===== src/rtl/riscv_pkg.sv =====
// Shared widths, reset defaults and the fetch queue entry layout.
package riscv_pkg;

    localparam int unsigned XLEN = 32;
    localparam int unsigned ILEN = 32;

    localparam logic [XLEN-1:0] DEFAULT_RESET_PC = 32'h0000_0000;
    localparam logic [XLEN-1:0] WORD_INCR        = 32'd4;

    typedef struct packed {
        logic [ILEN-1:0] instr;
        logic [XLEN-1:0] pc;
    } fetch_entry_t;

endpackage


===== src/rtl/fetch_queue.sv =====
// Synchronous FIFO with a synchronous flush and an occupancy count.
module fetch_queue #(
    parameter int unsigned WIDTH = 64,
    parameter int unsigned DEPTH = 4
) (
    input  logic                         clk,
    input  logic                         rst_n,
    input  logic                         flush,
    input  logic                         push,
    input  logic [WIDTH-1:0]             push_data,
    input  logic                         pop,
    output logic [WIDTH-1:0]             head,
    output logic [$clog2(DEPTH+1)-1:0]   count
);

    localparam int unsigned AW = $clog2(DEPTH);
    localparam int unsigned CW = $clog2(DEPTH+1);

    logic [WIDTH-1:0] mem [DEPTH];
    logic [AW-1:0]    wr_ptr;
    logic [AW-1:0]    rd_ptr;
    logic             do_push;
    logic             do_pop;

    assign do_pop  = pop && (count != '0);
    assign do_push = push && ((count != CW'(DEPTH)) || do_pop);

    always_ff @(posedge clk or negedge rst_n) begin
        if (!rst_n) begin
            wr_ptr <= '0;
            rd_ptr <= '0;
            count  <= '0;
        end else if (flush) begin
            wr_ptr <= '0;
            rd_ptr <= '0;
            count  <= '0;
        end else begin
            if (do_push) wr_ptr <= wr_ptr + AW'(1);
            if (do_pop)  rd_ptr <= rd_ptr + AW'(1);
            count <= count + CW'(do_push) - CW'(do_pop);
        end
    end

    always_ff @(posedge clk) begin
        if (do_push && !flush) mem[wr_ptr] <= push_data;
    end

    assign head = mem[rd_ptr];

endmodule


===== src/rtl/instr_fetch.sv =====
// Instruction fetch stage: PC, credit-limited memory requests, response queue
// towards the decoder, and redirect handling with in-flight response dropping.
module instr_fetch
    import riscv_pkg::*;
#(
    parameter logic [XLEN-1:0] RESET_PC = DEFAULT_RESET_PC,
    parameter int unsigned     QDEPTH   = 4
) (
    input  logic              CLK,
    input  logic              RST_N,
    output logic              IMEM_REQ_VALID,
    input  logic              IMEM_REQ_READY,
    output logic [XLEN-1:0]   IMEM_ADDR,
    input  logic              IMEM_RSP_VALID,
    input  logic [ILEN-1:0]   IMEM_RSP_DATA,
    input  logic              REDIRECT_VALID,
    input  logic [XLEN-1:0]   REDIRECT_PC,
    output logic              INSTR_VALID,
    input  logic              INSTR_READY,
    output logic [ILEN-1:0]   INSTR,
    output logic [XLEN-1:0]   INSTR_PC
);

    localparam int unsigned   CW  = $clog2(QDEPTH+1);
    localparam logic [CW:0]   CAP = (CW+1)'(QDEPTH);
    localparam logic [XLEN-1:0] ALIGN_MASK = ~XLEN'(3);

    logic [XLEN-1:0] pc;
    logic [CW-1:0]   out_cnt;
    logic [CW-1:0]   drop_cnt;
    logic [CW-1:0]   occ;
    logic [CW:0]     credit_used;
    logic [XLEN-1:0] tag_pc;
    fetch_entry_t    q_in;
    fetch_entry_t    q_head;
    logic            instr_valid;
    logic            pop;
    logic            req_fire;
    logic            rsp_fire;
    logic            q_push;

    assign instr_valid = (occ != '0);
    assign pop         = instr_valid & INSTR_READY;

    assign credit_used    = {1'b0, out_cnt} + {1'b0, occ} - {{CW{1'b0}}, pop};
    assign IMEM_REQ_VALID = RST_N & ~REDIRECT_VALID & (credit_used < CAP);
    assign IMEM_ADDR      = pc;

    assign req_fire = IMEM_REQ_VALID & IMEM_REQ_READY;
    assign rsp_fire = IMEM_RSP_VALID & (out_cnt != '0);
    assign q_push   = rsp_fire & (drop_cnt == '0) & ~REDIRECT_VALID;
    assign q_in     = '{instr: IMEM_RSP_DATA, pc: tag_pc};

    always_ff @(posedge CLK or negedge RST_N) begin
        if (!RST_N) begin
            pc       <= RESET_PC & ALIGN_MASK;
            drop_cnt <= '0;
        end else if (REDIRECT_VALID) begin
            pc       <= REDIRECT_PC & ALIGN_MASK;
            drop_cnt <= out_cnt - CW'(rsp_fire);
        end else begin
            if (req_fire) pc <= pc + WORD_INCR;
            if (rsp_fire && (drop_cnt != '0)) drop_cnt <= drop_cnt - CW'(1);
        end
    end

    // The PC-tag FIFO holds exactly one entry per outstanding request, so its
    // occupancy doubles as the outstanding-request counter.
    fetch_queue #(
        .WIDTH (XLEN),
        .DEPTH (QDEPTH)
    ) u_tag_fifo (
        .clk       (CLK),
        .rst_n     (RST_N),
        .flush     (1'b0),
        .push      (req_fire),
        .push_data (pc),
        .pop       (rsp_fire),
        .head      (tag_pc),
        .count     (out_cnt)
    );

    fetch_queue #(
        .WIDTH ($bits(fetch_entry_t)),
        .DEPTH (QDEPTH)
    ) u_instr_queue (
        .clk       (CLK),
        .rst_n     (RST_N),
        .flush     (REDIRECT_VALID),
        .push      (q_push),
        .push_data (q_in),
        .pop       (pop),
        .head      (q_head),
        .count     (occ)
    );

    assign INSTR_VALID = instr_valid;
    assign INSTR       = instr_valid ? q_head.instr : '0;
    assign INSTR_PC    = instr_valid ? q_head.pc    : '0;

endmodule


===== config.mk =====
export PLATFORM = sky130hd
export DESIGN_NAME = instr_fetch
export DESIGN_NICKNAME = d
export VERILOG_FILES = /design/src/rtl/riscv_pkg.sv /design/src/rtl/fetch_queue.sv /design/src/rtl/instr_fetch.sv
export SDC_FILE = /design/constraint.sdc
export NUM_CORES = 1
export LEC_CHECK = 0
export BUFFER_PORTS_ARGS = -buffer_cell sky130_fd_sc_hd__buf_2
export CORE_AREA = 5 5 175 177
export DETAILED_ROUTE_END_ITERATION = 6
export DIE_AREA = 0 0 180 182
export MAX_ROUTING_LAYER = met4
export PLACE_DENSITY_LB_ADDON = 0.2
export REMOVE_ABC_BUFFERS = 1
export SLEW_MARGIN = 20
export SYNTH_ARGS = -nofsm -noshare
export SYNTH_HDL_FRONTEND = slang
export SYNTH_SLANG_ARGS = --single-unit

===== constraint.sdc =====
create_clock -name CLK -period 4.6 [get_ports CLK]
set_input_delay 0.23 -clock CLK [delete_from_list [all_inputs] [get_ports CLK]]
set_output_delay 0.23 -clock CLK [all_outputs]
set_load 0.005 [all_outputs]

* Word level (Yosys, flattened, before mapping)
Memories as Yosys holds them, arrays and structs flattened.
Index checks and enable logic that the tools add are counted.
** Word-level totals
- Flip-flop bits (word level) :: 49
- Bits in writable memories :: 384
- Bits of input ports :: 70
- Output and inout port bits :: 98
- Logic and storage cells :: 66
- Memories kept :: 2
** Memory list
- u_instr_queue.mem :: words 4, bits a word 64, rd ports 1, clocked after Yosys merged registers in 0, wr ports 1, line fetch_queue.sv:19 : logic [WIDTH-1:0] mem [DEPTH];
- u_tag_fifo.mem :: words 4, bits a word 32, rd ports 1, clocked after Yosys merged registers in 0, wr ports 1, line fetch_queue.sv:19
** Cells by class
- Add/subtract/negate cells :: 13
- $lt $le $gt $ge :: 1
- Equality and inequality tests :: 2
- Muxes and demuxes :: 15
- Bitwise gates (word level) :: 8
- Reduce and logical (&&, ||, !) cells :: 17
** Operators by type and width (number)
- 32-bit 2-to-1 mux :: 4
- 32-bit by 3-bit adder with 32-bit output (second input constant) :: 1
- 3-bit 2-to-1 mux :: 3
- 3-bit nonzero test :: 3
- 3-bit by 1-bit subtractor with 3-bit output :: 3
- 2-bit by 1-bit adder with 2-bit output (second input constant) :: 4
- 2-bit 2-to-1 mux :: 4
- 2-bit nonzero test :: 4
- 1-bit bitwise AND :: 7
- 3-bit by 1-bit adder with 3-bit output :: 2
- 1-bit logical AND :: 6
- 3-bit inequality test (second input constant) :: 2
- 3-bit by 3-bit adder with 4-bit output :: 1
- 4-bit by 3-bit < comparator with 1-bit output (second input constant) :: 1
- 1-bit 2-to-1 mux :: 4
- 4-bit by 1-bit subtractor with 4-bit output :: 1
- 3-bit zero test :: 1
- 3-bit by 1-bit subtractor with 3-bit output (second input constant) :: 1
- 1-bit logical OR :: 2
- 1-bit zero test :: 1
- 1-bit NOT :: 1

* Depth between registers and ports, before layout
Gate-level depths: netlist (run 1).
- Word-level depth :: 9
- Gate-level depth with buffers :: 15
- Depth with buffers taken out :: 14

* Cells and area by module
From an unflattened synthesis (run 1), not the netlist that was laid out.
** Unflattened totals
- Cell total of the unflattened synthesis :: 921
- Area, all modules :: 17705.7 um2
** Modules (own cells, without submodules)
- fetch_queue at u_instr_queue :: instances 1, cells each 377, area each 9685.5 um2, seq. area each 7862.5 um2
- fetch_queue at u_tag_fifo :: instances 1, cells each 211, area each 5088.6 um2, seq. area each 4018.9 um2
- instr_fetch :: instances 1, cells each 333, area each 2931.6 um2, seq. area each 825.8 um2

* Worst setup path before layout (run 1)
No wires, ideal clock.
- Path type :: register to register
- From :: register u_instr_queue.count[1]
- To :: memory u_tag_fifo.mem[0][10] (netlist name) (enable)
- Library setup time :: 390 ps
- Arrival time :: 3204 ps
- Data required time :: 4210 ps
- Slack :: 1006 ps
- Cell stages (with the launch flop) :: 12
- Buffers on the path :: 1
- Period minus slack after synthesis :: 3594 ps
- Path through :: dfrtp_1 > or3_1 > clkbuf_1 > and2_1 > ha_1 > inv_1 > ha_1 > and3b_4 > nor4_4 > nor2_1 > nor3_4 > and2_1
** On the way
- Cells in the longest elaborated chain, start to end :: 9
- Elaborated cells on any way between the ends :: 10
- Classes of those cells :: add/sub: 2; order compare: 1; mux: 2; bitwise: 3; reduce/logical: 2
** RTL lines
- start, declared :: line fetch_queue.sv:13 : output logic [$clog2(DEPTH+1)-1:0] count
- start signal, assigned :: line fetch_queue.sv:40 : count <= count + CW'(do_push) - CW'(do_pop);
- branches (longest 2 deep; another with 3-bit by 3-bit adder with 4-bit output)
- 4-bit by 1-bit subtractor with 4-bit output * :: line instr_fetch.sv:45 : assign credit_used = {1'b0, out_cnt} + {1'b0, occ} - {{CW{1'b0}}, pop};
- 4-bit by 3-bit < comparator with 1-bit output * :: line instr_fetch.sv:46 : assign IMEM_REQ_VALID = RST_N & ~REDIRECT_VALID & (credit_used < CAP);
- 1-bit bitwise AND * :: line instr_fetch.sv:46
- 1-bit bitwise AND * :: line instr_fetch.sv:49 : assign req_fire = IMEM_REQ_VALID & IMEM_REQ_READY;
- 1-bit logical AND * :: line fetch_queue.sv:26 : assign do_push = push && ((count != CW'(DEPTH)) || do_pop);
- via u_tag_fifo.do_push :: line fetch_queue.sv:22 : logic do_push;
- 1-bit 2-to-1 mux * :: line fetch_queue.sv:45 : if (do_push && !flush) mem[wr_ptr] <= push_data;
- 1-bit 2-to-1 mux (not written as such) * :: line fetch_queue.sv:45
- end, declared :: line fetch_queue.sv:19
Mark *: on every way through the listed nets, which the timed path passes.

* Worst setup path after layout (run 1)
- From :: register u_instr_queue.count[1]
- To :: register u_tag_fifo.count[2]
** On the way
- Cells in the longest elaborated chain, start to end :: 9
- Elaborated cells on any way between the ends :: 10
- Classes of those cells :: add/sub: 4; order compare: 1; bitwise: 3; reduce/logical: 2
** RTL lines (line)
- branches (longest 2 deep; another with 3-bit by 3-bit adder with 4-bit output)
- 4-bit by 1-bit subtractor with 4-bit output * :: instr_fetch.sv:45
- 4-bit by 3-bit < comparator with 1-bit output * :: instr_fetch.sv:46
- 1-bit bitwise AND * :: instr_fetch.sv:46
- 1-bit bitwise AND * :: instr_fetch.sv:49
- 1-bit logical AND * :: fetch_queue.sv:26
- via u_tag_fifo.do_push :: fetch_queue.sv:22
- 3-bit by 1-bit adder with 3-bit output * :: fetch_queue.sv:40
- 3-bit by 1-bit subtractor with 3-bit output * :: fetch_queue.sv:40
- end signal, assigned :: fetch_queue.sv:40
- end, declared :: fetch_queue.sv:13
Marks and branches as above.
A chain may end at the register's enable or synchronous reset.

==> flow_summary.ini, run 1 <==
[global_route]
met3_usage_pct = 3.27
overflow = 0
track_usage_pct = 21.7
met2_usage_pct = 36.0
grt_pass1_vias = 9370
antenna_found_initial = 0
grt_max_degree = 64
grt.busiest_layer = met2
global_route.usage.met1_pct = 28.7
grt_pass1_wl_um = 53800

[logic_synthesis]
ys_types = 54
yosysSeqAreaShare_pct = 73.1
avgSynthCellArea_um2 = 19.0
synth_top_area_cell = edfxtp_1
postSynthCellCount = 879
synth_top_area_share_pct = 66.0
ys.flop_type = edfxtp_1
synthArstFlopShare_pct = 11.3
netlist_area_mm2 = 0.0167
synth_warnings = 0
synthTopCellsByArea = edfxtp_1, mux4_2, dfrtp_1
synth_edf_count = 368
synth-seq-cells = 415

[floorplanning]
ioPinCount = 168
dieArea_mm2 = 0.0328
fp.coreArea_mm2 = 0.0291
fp.dieW_um = 180
start_util_pct = 57.5
die_h_um = 182
fp-row-count = 63

[placed_design]
hpwl_um = 20900
numPortBuffers = 161
dpl_cell_area_mm2 = 0.0180
placedCellCount = 1416
place.gp.congestion = 0.825

[final_layout]
final_cells = 1550
layout.nets = 1223
layout.area.seq_mm2 = 0.0122
final_common_cell = edfxtp_1
antenna_cells = 0
fillers = 1876
multi_input_area_mm2 = 0.00419
postLayoutCellArea_mm2 = 0.0200
mostFrequentLayoutCells = edfxtp_1, buf_2, mux4_2
syn2layout_area_growth_pct = 19.3
drive_gt1_share_pct = 31.6

[critical_path]
r2r-start = u_instr_queue.count[1]$_DFF_PN0_
crit_top_cell = ha_1
critPathBufInv = 3
crit_start = u_instr_queue.count[1]$_DFF_PN0_
cp.arrival_ns = 4.19
crit_slowest_cell = or3_2
crit_fanout = 12
critPathRequiredTime_ns = 5.04
crit_cells = 15
rrSetupSlack_ns = 0.84
reg2reg_depth = 15
cp-end-kind = flip-flop
cp_cell_sequence = or3_2 -> and2_1 -> ha_1 -> inv_1 -> ha_1 -> and3b_4 -> nor4_4 -> buf_4 -> nor2_1 -> nor3_4 -> ha_1 -> inv_1 -> fa_1 -> xnor2_1 -> xnor2_1
start_kind = flip-flop
r2r_end = u_tag_fifo.count[2]$_DFF_PN0_
path_class = reg2reg
cpPeakStageDelay_ns = 0.47
critical-path-top-delay-family = simple AND/OR/NAND/NOR gates

[timing]
rsz0062_at_grt = no
maxSlewHeadroom_pct = 26.0
finalSetupTns_ns = 0
fin_crit_sh_pct = 81.6
setup-violations-final = 0
final-hold-violation-count = 0
hold_slack_ns = 0.0345
worstMarginPinSlew_ns = 1.11
period_needed_ns = 3.76
slew_violations = 0
fmax_mhz = 266
fin_worst_skew_ns = 0.0206

[drt]
num_vias = 8797
first_pass_iters = 5
first_iter_violations = 558
ant_nets = 0
drc = 0
wl_per_cell_um = 21.8
routed_wirelength_um = 33700
vias_per_cell = 5.68

[hold_path]
hold_path_class = in2reg
min_to = IMEM_ADDR[23]$_DFFE_PN0P_
min_path_cells = 3
hp-start = REDIRECT_PC[23]

[cts]
cts_made_buffers = 42
clkLatencyLatePin_ns = 0.52
cts_tree = yes
cts_max_level = 2
cts_setup_buffers = 0
cts.path.max_buffers = 3
cts_root_buf = clkbuf_16
cts.sinks = 415
path_clk_slew_ns = 0.06

[power_and_ir_drop]
ir_drop_v = 0.000335
p_leak_nw = 7.00
pwr-share-seq_pct = 47.0
powerDensity_mw_per_mm2 = 523
internal-power_w = 0.00763
pwr-share-clk_pct = 30.9
power.total_w = 0.0104
swShare_pct = 26.9
p_switching_w = 0.00281
power_frac_comb_pct = 22.1

[run_status]
status = completed

[run]
drv_cap = 0
registers in the layout (all words and copies together), names as in the netlist:
register / flops
IMEM_ADDR: 30
u_instr_queue.mem: 248
u_tag_fifo.rd_ptr: 2
drop_cnt: 3
u_tag_fifo.wr_ptr: 2
u_tag_fifo.count: 3
u_instr_queue.rd_ptr: 2
u_instr_queue.wr_ptr: 2
u_instr_queue.count: 3
u_tag_fifo.mem: 120
per-layer routing:
metal	up-vias	wire length (um)
met2	288	17300
met5	-	0
met1	4496	13800
met3	51	1860
met4	0	762
li1	3962	-
cell type report:
| cell class | count | area share, % |
|---|---|---|
| Inverter | 28 | 0.527 |
| Clock buffer | 50 | 5.52 |
| Clock inverter | 24 | 1.12 |
| Sequential cell | 415 | 61.3 |
| Multi-Input combinational cell | 395 | 21.0 |
| Timing Repair Buffer | 248 | 8.06 |
| Tap cell | 390 | 2.45 |
cells by family (layout without fill, tap and decap cells):
logic type / after synthesis / count (layout) / share of synthesized area (%)
mux: 98 / 98 / 12.8
other cells: 1 / 4 / 0.0224
simple gates: 168 / 168 / 5.82
flops: 415 / 415 / 73.1
buf+inv: 72 / 350 / 2.00
xor+xnor: 35 / 35 / 1.88
compound gates: 67 / 67 / 2.63
fa+ha+maj: 23 / 23 / 1.81
through the flow:
stage          util [%]  setup slack [ns]
6_report           68.6             0.845
3_3_place_gp       62.0             0.950
3_5_place_dp       62.0             0.880
5_1_grt            68.6             0.603
2_1_floorplan         -             0.223
4_1_cts            68.6             0.881
how the worst max path moves through the flow:
stage	to	slack, ns
floorplan	u_tag_fifo.mem[0][10]$_DFFE_PP_	0.22
CTS	u_tag_fifo.count[2]$_DFF_PN0_	0.88
detailed placement	u_tag_fifo.count[2]$_DFF_PN0_	0.88
global placement	u_tag_fifo.count[2]$_DFF_PN0_	0.95
finish	u_tag_fifo.count[2]$_DFF_PN0_	0.84
global route	u_tag_fifo.count[2]$_DFF_PN0_	0.60
cell usage after synthesis, drive strengths merged (2+ instances only):
cell and instances:
or3 4, nor3 3, nand4 4, mux2i 3
and2 74, fa 2, ha 21, edfxtp 368
a21oi 4, a31oi 6, buf 18, o2111ai 12
nor2 14, or4 3, dfrtp 47, and3 6
o21ai 29, o31ai 5, mux2 3, xor2 21
mux4 92, nor4 9, nand2 38, xnor2 14
nand3b 2, nor2b 2, inv 27, clkbuf 25
o211ai 8, nand3 6
worst min-delay path: stages:
cell and delay [ns]:
buf_2 0.11, nor2_1 0.10, a31oi_1 0.05
power by group through the flow:
| stage | clock network, W | logic, W | registers (W) |
|---|---|---|---|
| floorplan | 0 | 0.00151 | 0.00491 |
| global placement | 0 | 0.00226 | 0.00499 |
| detailed placement | 0 | 0.00229 | 0.00500 |
| CTS | 0.00330 | 0.00235 | 0.00493 |
| global route | 0.00346 | 0.00254 | 0.00497 |
| finish | 0.00322 | 0.00230 | 0.00491 |
repair_timing:
| item | CTS | global route |
|---|---|---|
| hold buffers | 60 | 0 |
| gates resized for setup | 0 | 0 |
| endpoints found under the hold margin | 165 | 0 |
Note: power is estimated with default switching activity, not from simulation.
==> run 2: changes to the inputs <==
clock period = 3.78 ns   (was 4.6 ns; I/O delays follow)
==> run 2 against run 1 <==
  * Utilization rose by 0.50 points
  * Via count fell by 0.17%
  * Sequential cell count did not move
  * Maximum frequency rose by 9.2%
  * Non-clock buffer count rose by 7
  * Largest cell class unchanged
==> flow_summary.ini, run 2 (synthesized netlist as in run 1, its figures left out) <==
[floorplanning]
fp.dieW_um = 180
start_util_pct = 57.5
ioPinCount = 168
dieArea_mm2 = 0.0328
die_h_um = 182
fp-row-count = 63
fp.coreArea_mm2 = 0.0291

[run_status]
status = completed

[cts]
cts_made_buffers = 41
cts_root_buf = clkbuf_16
cts_resized = 0
cts.sinks = 415
clkLatencyLatePin_ns = 0.53
cts_max_level = 2
cts.path.max_buffers = 3
path_clk_slew_ns = 0.06
cts_tree = yes

[global_route]
antenna_found_initial = 0
overflow = 0
grt_max_degree = 64
grt_pass1_vias = 9474
track_usage_pct = 22.1
grt_pass1_wl_um = 54700

[timing]
rsz0062_at_grt = no
finalSetupTns_ns = 0
maxSlewHeadroom_pct = 42.2
setup-violations-final = 0
slew_violations = 0
hold_slack_ns = 0.0661
fmax_mhz = 291
layout_setup_ws_ns = 0.343
fin_crit_sh_pct = 90.9
worstMarginPinSlew_ns = 0.866
fin_worst_skew_ns = 0.0181
final-hold-violation-count = 0
period_needed_ns = 3.44

[critical_path]
path_class = reg2reg
critPathBufInv = 3
cp.arrival_ns = 3.66
critPathRequiredTime_ns = 4.00
critical-path-top-delay-family = simple AND/OR/NAND/NOR gates
cp_cell_sequence = or3_2 -> and2_1 -> ha_1 -> inv_1 -> ha_1 -> and3b_4 -> nor4_4 -> nor2_1 -> nor3_4 -> buf_4 -> and2_1 -> buf_4
crit_slowest_cell = or3_2
start_kind = flip-flop
cpPeakStageDelay_ns = 0.47
cp-end-kind = flip-flop
crit_fanout = 9

[run]
drv_cap = 0

[hold_path]
hold_path_class = in2reg

[placed_design]
hpwl_um = 21000
numPortBuffers = 161
dpl_cell_area_mm2 = 0.0181
place.gp.congestion = 0.823
dp_slack_ns = 0.362

[final_layout]
mostFrequentLayoutCells = edfxtp_1, buf_2, mux4_2
top_register = u_instr_queue.mem
layout.nets = 1229
syn2layout_area_growth_pct = 20.1
antenna_cells = 0
largest_register_ff_count = 248
postLayoutCellArea_mm2 = 0.0201
final_common_cell = edfxtp_1
drive_gt1_share_pct = 31.4

[drt]
first_iter_violations = 659
first_pass_iters = 5
routed_wirelength_um = 34200
drc = 0
vias_per_cell = 5.65
ant_nets = 0
num_vias = 8782
wl_per_cell_um = 22.0

[power_and_ir_drop]
ir_drop_v = 0.000501
powerDensity_mw_per_mm2 = 636
p_leak_nw = 7.05
power.total_w = 0.0128
-- run 2: worst paths after layout --
kind                                             startpoint                                   to  slack (ns)  cells after the start
min reg2reg                   u_tag_fifo.count[2]$_DFF_PN0_        u_tag_fifo.count[2]$_DFF_PN0_        0.54                      1
max in group asynchronous                             RST_N  u_instr_queue.rd_ptr[0]$_DFFE_PN0P_        2.78                      3
max                        u_instr_queue.count[1]$_DFF_PN0_      u_tag_fifo.mem[1][30]$_DFFE_PP_        0.34                     12
min                                          IMEM_RSP_VALID     u_tag_fifo.rd_ptr[0]$_DFFE_PN0P_        0.07                      3
min in group asynchronous                             RST_N            IMEM_ADDR[11]$_DFFE_PN0P_        0.14                      2
max reg2reg                u_instr_queue.count[1]$_DFF_PN0_      u_tag_fifo.mem[1][30]$_DFFE_PP_        0.34                     12
-- run 2: layout make-up --
cell class	count	area (um^2)
inverters	28	105
fillers	1878	8990
well taps	390	488
clock buffers	49	1100
repair buffers	255	1760
multi-input cells	395	4190
clock inverters	22	221
flip-flops and latches	415	12200
-- run 2: worst min-delay path, stage by stage --
cell and delay [ns]:
buf_2 0.11, o31ai_1 0.17, xnor2_1 0.09
-- run 2: power breakdown --
part           switching [W]  internal, W
sequential          0.000377      0.00548
combinational        0.00142      0.00153
clock                0.00162      0.00235
-- run 2: timing repair --
action | in CTS | in global routing
endpoints found under the hold margin | 172 | 0
setup buffers | 0 | 0
hold buffers | 64 | 0
-- run 2: layer usage --
layer	up-vias	routed length [um]	part of all wire, %	global-route usage [%]
met2	272	17200	50	35.7
met3	69	1750	5.1	3.51
met1	4471	14200	41	29.3
met4	0	1060	3.1	7.50
li1	3970	-	-	-
met5	-	0	0	-
-- run 2: through the flow --
step	util, %	std cells
finish	69.1	1554
global route	69.1	1554
CTS	69.1	1554
detailed placement	62.4	1419
global placement	62.4	1419
floorplan	-	838
